`config.mk`:
```
export PLATFORM = sky130hd
export DESIGN_NAME = packet_buffer_read_arbiter
export DESIGN_NICKNAME = d
export VERILOG_FILES = /design/src/rtl/packet_buffer_read_arbiter.sv
export SDC_FILE = /design/constraint.sdc
export NUM_CORES = 1
export LEC_CHECK = 0
export ABC_AREA = 1
export BUFFER_PORTS_ARGS = -buffer_cell sky130_fd_sc_hd__clkbuf_2
export CAP_MARGIN = 20
export CORE_MARGIN = 8
export CORE_UTILIZATION = 30
export CTS_BUF_LIST = sky130_fd_sc_hd__clkbuf_8 sky130_fd_sc_hd__clkbuf_16
export CTS_CLUSTER_DIAMETER = 30
export DETAILED_ROUTE_END_ITERATION = 10
export SLEW_MARGIN = 20
export SYNTH_ARGS = -nofsm -noshare
export SYNTH_HDL_FRONTEND = slang
export SYNTH_SLANG_ARGS = --single-unit
```
`constraint.sdc`:
```
create_clock -name clk -period 1.6 [get_ports clk]
set_clock_uncertainty 0.15 [all_clocks]
set_input_delay 0.16 -clock clk [delete_from_list [all_inputs] [get_ports clk]]
set_output_delay 0.16 -clock clk [all_outputs]
set_load 0.03 [all_outputs]
```
`src/rtl/packet_buffer_read_arbiter.sv`:
```
// packet_buffer_read_arbiter
// This block shares the single read port of the packet buffer RAM driver between two requesters.
// Requester 0 is the tx serializer. Requester 1 is the checksum/crypto engine.
// Each cycle at most one read is granted, using round-robin priority.
// Every issued read is tagged with the id of the requester that issued it.
// The tag travels down a pipeline that matches the driver read latency.
// The returned byte is steered to that requester only, through one register stage.
// tag_err is sticky. It latches any cycle where ram_outclk disagrees with the tag pipeline.
//
// Optional build macro PACKET_BUFFER_ARB_BURST_EN adds burst locking.
// A transfer with reqN_last==0 locks the grant to requester N until N transfers with last==1.
// Without the macro, req*_last is ignored and arbitration happens per transfer.
module packet_buffer_read_arbiter #(
   parameter int PACKET_BUFFER_SIZE         = 256,
   parameter int PACKET_BUFFER_READ_LATENCY = 2,
   parameter int RAM_SIZE                   = PACKET_BUFFER_SIZE,
   parameter int READ_LATENCY               = PACKET_BUFFER_READ_LATENCY,
   parameter int BYTE_LEN                   = 8,
   localparam int ADDR_W                    = (RAM_SIZE > 1) ? $clog2(RAM_SIZE) : 1
) (
   input  logic                clk,
   input  logic                rst,
   input  logic                req0_valid,
   input  logic [ADDR_W-1:0]   req0_addr,
   input  logic                req0_last,
   output logic                req0_ready,
   output logic                req0_outclk,
   output logic [BYTE_LEN-1:0] req0_out,
   input  logic                req1_valid,
   input  logic [ADDR_W-1:0]   req1_addr,
   input  logic                req1_last,
   output logic                req1_ready,
   output logic                req1_outclk,
   output logic [BYTE_LEN-1:0] req1_out,
   output logic                ram_readclk,
   output logic [ADDR_W-1:0]   ram_raddr,
   input  logic                ram_outclk,
   input  logic [BYTE_LEN-1:0] ram_out,
   output logic                tag_err
);

   // Priority register: 1 means requester 1 was granted most recently.
   logic                    last_gnt_q, last_gnt_d;
   logic                    lock_s, lock_id_s;
   logic                    gnt0_s, gnt1_s, xfer_s;
   logic [READ_LATENCY-1:0] tag_vld_q, tag_vld_d;
   logic [READ_LATENCY-1:0] tag_id_q, tag_id_d;
   logic                    tail_vld_s, tail_id_s;
   logic                    oc0_q, oc0_d, oc1_q, oc1_d;
   logic [BYTE_LEN-1:0]     out0_q, out0_d, out1_q, out1_d;
   logic                    err_q, err_d;

`ifdef PACKET_BUFFER_ARB_BURST_EN
   logic lock_q, lock_d, lock_id_q, lock_id_d;

   // Burst lock: a non-final transfer pins the grant, and the final transfer releases it.
   always_comb begin
      lock_d    = lock_q;
      lock_id_d = lock_id_q;
      if (xfer_s) begin
         lock_id_d = gnt1_s;
         lock_d    = gnt1_s ? ~req1_last : ~req0_last;
      end else begin
         lock_d    = lock_q;
         lock_id_d = lock_id_q;
      end
   end

   // Burst lock registers.
   always_ff @(posedge clk) begin
      if (!rst) begin
         lock_q    <= 1'b0;
         lock_id_q <= 1'b0;
      end else begin
         lock_q    <= lock_d;
         lock_id_q <= lock_id_d;
      end
   end

   assign lock_s    = lock_q;
   assign lock_id_s = lock_id_q;
`else
   logic unused_last_s;
   assign unused_last_s = req0_last ^ req1_last;
   assign lock_s        = 1'b0;
   assign lock_id_s     = 1'b0;
`endif

   // Grant selection: a held lock wins first, then round-robin on contention, else whoever is valid.
   always_comb begin
      gnt0_s = 1'b0;
      gnt1_s = 1'b0;
      if (!rst) begin
         gnt0_s = 1'b0;
         gnt1_s = 1'b0;
      end else if (lock_s) begin
         gnt0_s = req0_valid & ~lock_id_s;
         gnt1_s = req1_valid &  lock_id_s;
      end else if (req0_valid && req1_valid) begin
         gnt0_s = last_gnt_q;
         gnt1_s = ~last_gnt_q;
      end else begin
         gnt0_s = req0_valid;
         gnt1_s = req1_valid;
      end
   end

   assign xfer_s      = gnt0_s | gnt1_s;
   assign req0_ready  = gnt0_s;
   assign req1_ready  = gnt1_s;
   assign ram_readclk = xfer_s;
   assign ram_raddr   = gnt0_s ? req0_addr : (gnt1_s ? req1_addr : {ADDR_W{1'b0}});

   assign tail_vld_s  = tag_vld_q[READ_LATENCY-1];
   assign tail_id_s   = tag_id_q[READ_LATENCY-1];

   // Next state: priority update, tag shift, steered return, and sticky tag check.
   always_comb begin
      last_gnt_d = last_gnt_q;
      tag_vld_d  = '0;
      tag_id_d   = '0;
      if (xfer_s) begin
         last_gnt_d = gnt1_s;
      end else begin
         last_gnt_d = last_gnt_q;
      end
      for (int i = 1; i < READ_LATENCY; i++) begin
         tag_vld_d[i] = tag_vld_q[i-1];
         tag_id_d[i]  = tag_id_q[i-1];
      end
      tag_vld_d[0] = xfer_s;
      tag_id_d[0]  = gnt1_s;
      oc0_d  = ram_outclk & tail_vld_s & ~tail_id_s;
      oc1_d  = ram_outclk & tail_vld_s &  tail_id_s;
      out0_d = oc0_d ? ram_out : out0_q;
      out1_d = oc1_d ? ram_out : out1_q;
      err_d  = err_q | (ram_outclk ^ tail_vld_s);
   end

   // State registers, with synchronous active-low reset.
   always_ff @(posedge clk) begin
      if (!rst) begin
         last_gnt_q <= 1'b1;
         tag_vld_q  <= '0;
         tag_id_q   <= '0;
         oc0_q      <= 1'b0;
         oc1_q      <= 1'b0;
         out0_q     <= {BYTE_LEN{1'b0}};
         out1_q     <= {BYTE_LEN{1'b0}};
         err_q      <= 1'b0;
      end else begin
         last_gnt_q <= last_gnt_d;
         tag_vld_q  <= tag_vld_d;
         tag_id_q   <= tag_id_d;
         oc0_q      <= oc0_d;
         oc1_q      <= oc1_d;
         out0_q     <= out0_d;
         out1_q     <= out1_d;
         err_q      <= err_d;
      end
   end

   assign req0_outclk = oc0_q;
   assign req1_outclk = oc1_q;
   assign req0_out    = out0_q;
   assign req1_out    = out1_q;
   assign tag_err     = err_q;

endmodule
```
==> results.sh <==
export IMPL_synth_area_top_cells="dfxtp_1, nand3_1, nand2_1"
export IMPL_whs_ps=4.71
export IMPL_detail_route_iter0_violations=47
export IMPL_wl_um=2880
export IMPL_cp_end_kind="primary output"
export IMPL_synth_common_cells="nand2_1, nand3_1, dfxtp_1, nor2_1, inv_1"
export IMPL_worstSetupEndpoint="req0_ready"
export IMPL_wl_per_cell_um=11.2
export IMPL_die_h_um=74.9
export IMPL_grt_pass1_wl_um=4680
export IMPL_ys_ff_latch=24
export IMPL_tightest_slew_ps=333
export IMPL_drc=0
export IMPL_reg2reg_depth=5
export IMPL_finalCriticalPeriod_ps=1490
export IMPL_synth_xor_area_share_pct=0
export IMPL_slew_headroom_pct=77.8
export IMPL_r2r_end="req1_out[5]"
export IMPL_synth_nets=178
export IMPL_cts_sinks=24
export IMPL_htree_levels=1
export IMPL_synth_cell_type_count=15
export IMPL_async_flop_share_pct=0
export IMPL_status="completed"
export IMPL_grt_pass1_vias=1145
export IMPL_ant_nets=0
export IMPL_fmax_mhz=670
export IMPL_drive_above_1_share_pct=33.6
export IMPL_postCtsSetupRepairBufs=0
export IMPL_synth_most_common_cell="nand2_1"
export IMPL_synth_edf_count=0
export IMPL_clockBufferDepth=2
export IMPL_cts_buffers=3
export IMPL_crit_path_max_fanout=10
export IMPL_synthCells=146
export IMPL_netlist_area_leader_share_pct=46.1
export IMPL_clk_latency_ps=270
export IMPL_fp_row_count=21
export IMPL_dp_hpwl_um=2340
export IMPL_r2r_start="tag_vld_q[1]"
export IMPL_synth_compound_area_share_pct=4.56
export IMPL_min_path_type="input port to register"
export IMPL_synth_seq_area_share_pct=46.1
export IMPL_peakVddDrop_v=0.000305
export IMPL_path_class="register to primary output"
export IMPL_synth_flop_cell="dfxtp_1"
export IMPL_gr_usage_met2_pct=18.0
export IMPL_cts_tree="yes"
export IMPL_p_leak_uw=0.000831
export IMPL_setup_violations=0
export IMPL_grtUsageMet3_pct=6.66
export IMPL_syn_avg_cell_area_um2=7.14
export IMPL_die_w_um=74.9
export IMPL_critPathLaunchType="register"
export IMPL_dr_pass1_iters=4
export IMPL_cap_violations=0
export IMPL_grt_usage_pct=10.9
export IMPL_hold_viol=0
export IMPL_reg2reg_slack_ps=380
export IMPL_path_clk_slew_ps=80
export IMPL_fin_nets=244
export IMPL_port_buffers=58
export IMPL_synth_adder_area_share_pct=1.20
export IMPL_start_util_pct=31.2
export IMPL_diodes=0
export IMPL_yosysWarnings=0
export IMPL_routabilityCongestion=0.774
export IMPL_fin_crit_sh_pct=93.2
export IMPL_top_usage_layer="met2"
export IMPL_drv_slew=0
export IMPL_syn_area_um2=1040
export IMPL_synthSimpleGateAreaFrac_pct=37.1
export IMPL_die_area_um2=5620
export IMPL_met1_usage_pct=10.7
export IMPL_yosysTopAreaCell="dfxtp_1"
export IMPL_cts_root_buf="clkbuf_8"
export IMPL_crit_start="last_gnt_q"
export IMPL_finish_instance_area_um2=1500
export IMPL_p_per_area_nw_per_um2=933
export IMPL_grt_max_degree=15
export IMPL_n_fill_cell=385
export IMPL_ios=61
export IMPL_muxShareOfSynthArea_pct=0
export IMPL_routed_via_count=1137
export IMPL_vias_per_cell=4.42
export IMPL_worstPathArrival_ps=1180
export IMPL_synth_top_family_by_area="simple AND/OR/NAND/NOR gates"
export IMPL_antenna_found_initial=0
export IMPL_placed_area_um2=1380
export IMPL_gr_total_overflow=0
export IMPL_core_um2=3340
export IMPL_syn2layout_area_growth_pct=43.9
export IMPL_worstPathRequired_ps=1290
==> worst min path at each step <==
stage | from | slack [ps] | to | depth (start not counted)
finish | ram_out[0] | 5 | req1_out[0] | 3
global route | ram_out[1] | 7 | req1_out[1] | 3
CTS | ram_out[1] | 0.8 | req1_out[1] | 3
detailed placement | tag_vld_q[0] | 250 | tag_vld_q[1] | 2
global placement | tag_vld_q[0] | 240 | tag_vld_q[1] | 2
floorplan | rst | 130 | req0_out[7] | 2
==> critical path, stage by stage (launching register included) <==
cell and delay (ps):
dfxtp_1 350, inv_1 90, nand2_4 120, nand2_1 100, inv_1 70, clkbuf_2 200
==> report_power, final <==
part	internal [uW]	switching, uW
logic	87.0	159
registers	619	9.74
clock network	334	191
==> registers in the layout, indices dropped and copies added (netlist names) <==
signal / cells
req1_out: 8
req0_out: 8
tag_vld_q: 2
req1_outclk: 1
tag_err: 1
last_gnt_q: 1
tag_id_q: 2
req0_outclk: 1
==> repair_timing <==
item / 4_1_cts / 5_1_grt
hold buffers: 4 / 0
hold endpoints to repair: 4 / 0
setup endpoints to repair: 8 / 11
resized for setup: 1 / 5
==> kinds of logic (layout without fill, tap and decap cells) <==
kind of cell	Yosys count	after routing
simple gates	88	88
flops	24	24
fa+ha+maj	1	1
buf+inv	24	89
compound gates	9	9
==> cells in the final DEF (no fill, tap or decap), types with 2 or more instances in the layout <==
master	n
clkbuf_8	3
nor2_1	19
clkinv_1	2
dfxtp_1	24
nand3_1	32
clkbuf_2	56
inv_1	16
dlygate4sd3_1	4
a21oi_1	8
buf_4	4
nand2_1	32
nand2_4	2
==> stage by stage <==
stage	total power (uW)	setup WS (ps)	setup TNS, ps	cells	util (%)
6_report	1400	108	0	257	45.0
3_5_place_dp	880	260	0	249	41.2
5_1_grt	1470	-2.78	-5.58	257	45.0
4_1_cts	1420	22.5	0	257	44.7
2_1_floorplan	794	407	0	146	-
3_3_place_gp	879	249	0	249	41.2
==> final cells by class <==
type / count / area, um2 / area share [%]
inverters: 19 / 71.3 / 4.75
well taps: 46 / 57.6 / 3.84
clock buffers: 3 / 41.3 / 2.75
flip-flops and latches: 24 / 480 / 32.0
clock inverters: 1 / 30.0 / 2.00
multi-input cells: 98 / 457 / 30.4
repair buffers: 66 / 363 / 24.2
==> routing by layer <==
metal  share of wire (%)  vias to the layer above  wire [um]
li1                    -                      590          -
met1                  39                      490       1130
met2                  44                       53       1270
met3                  15                        4        440
met4                 1.2                        0         34
met5                   0                        -          0
(Power assumes the default switching activity.)
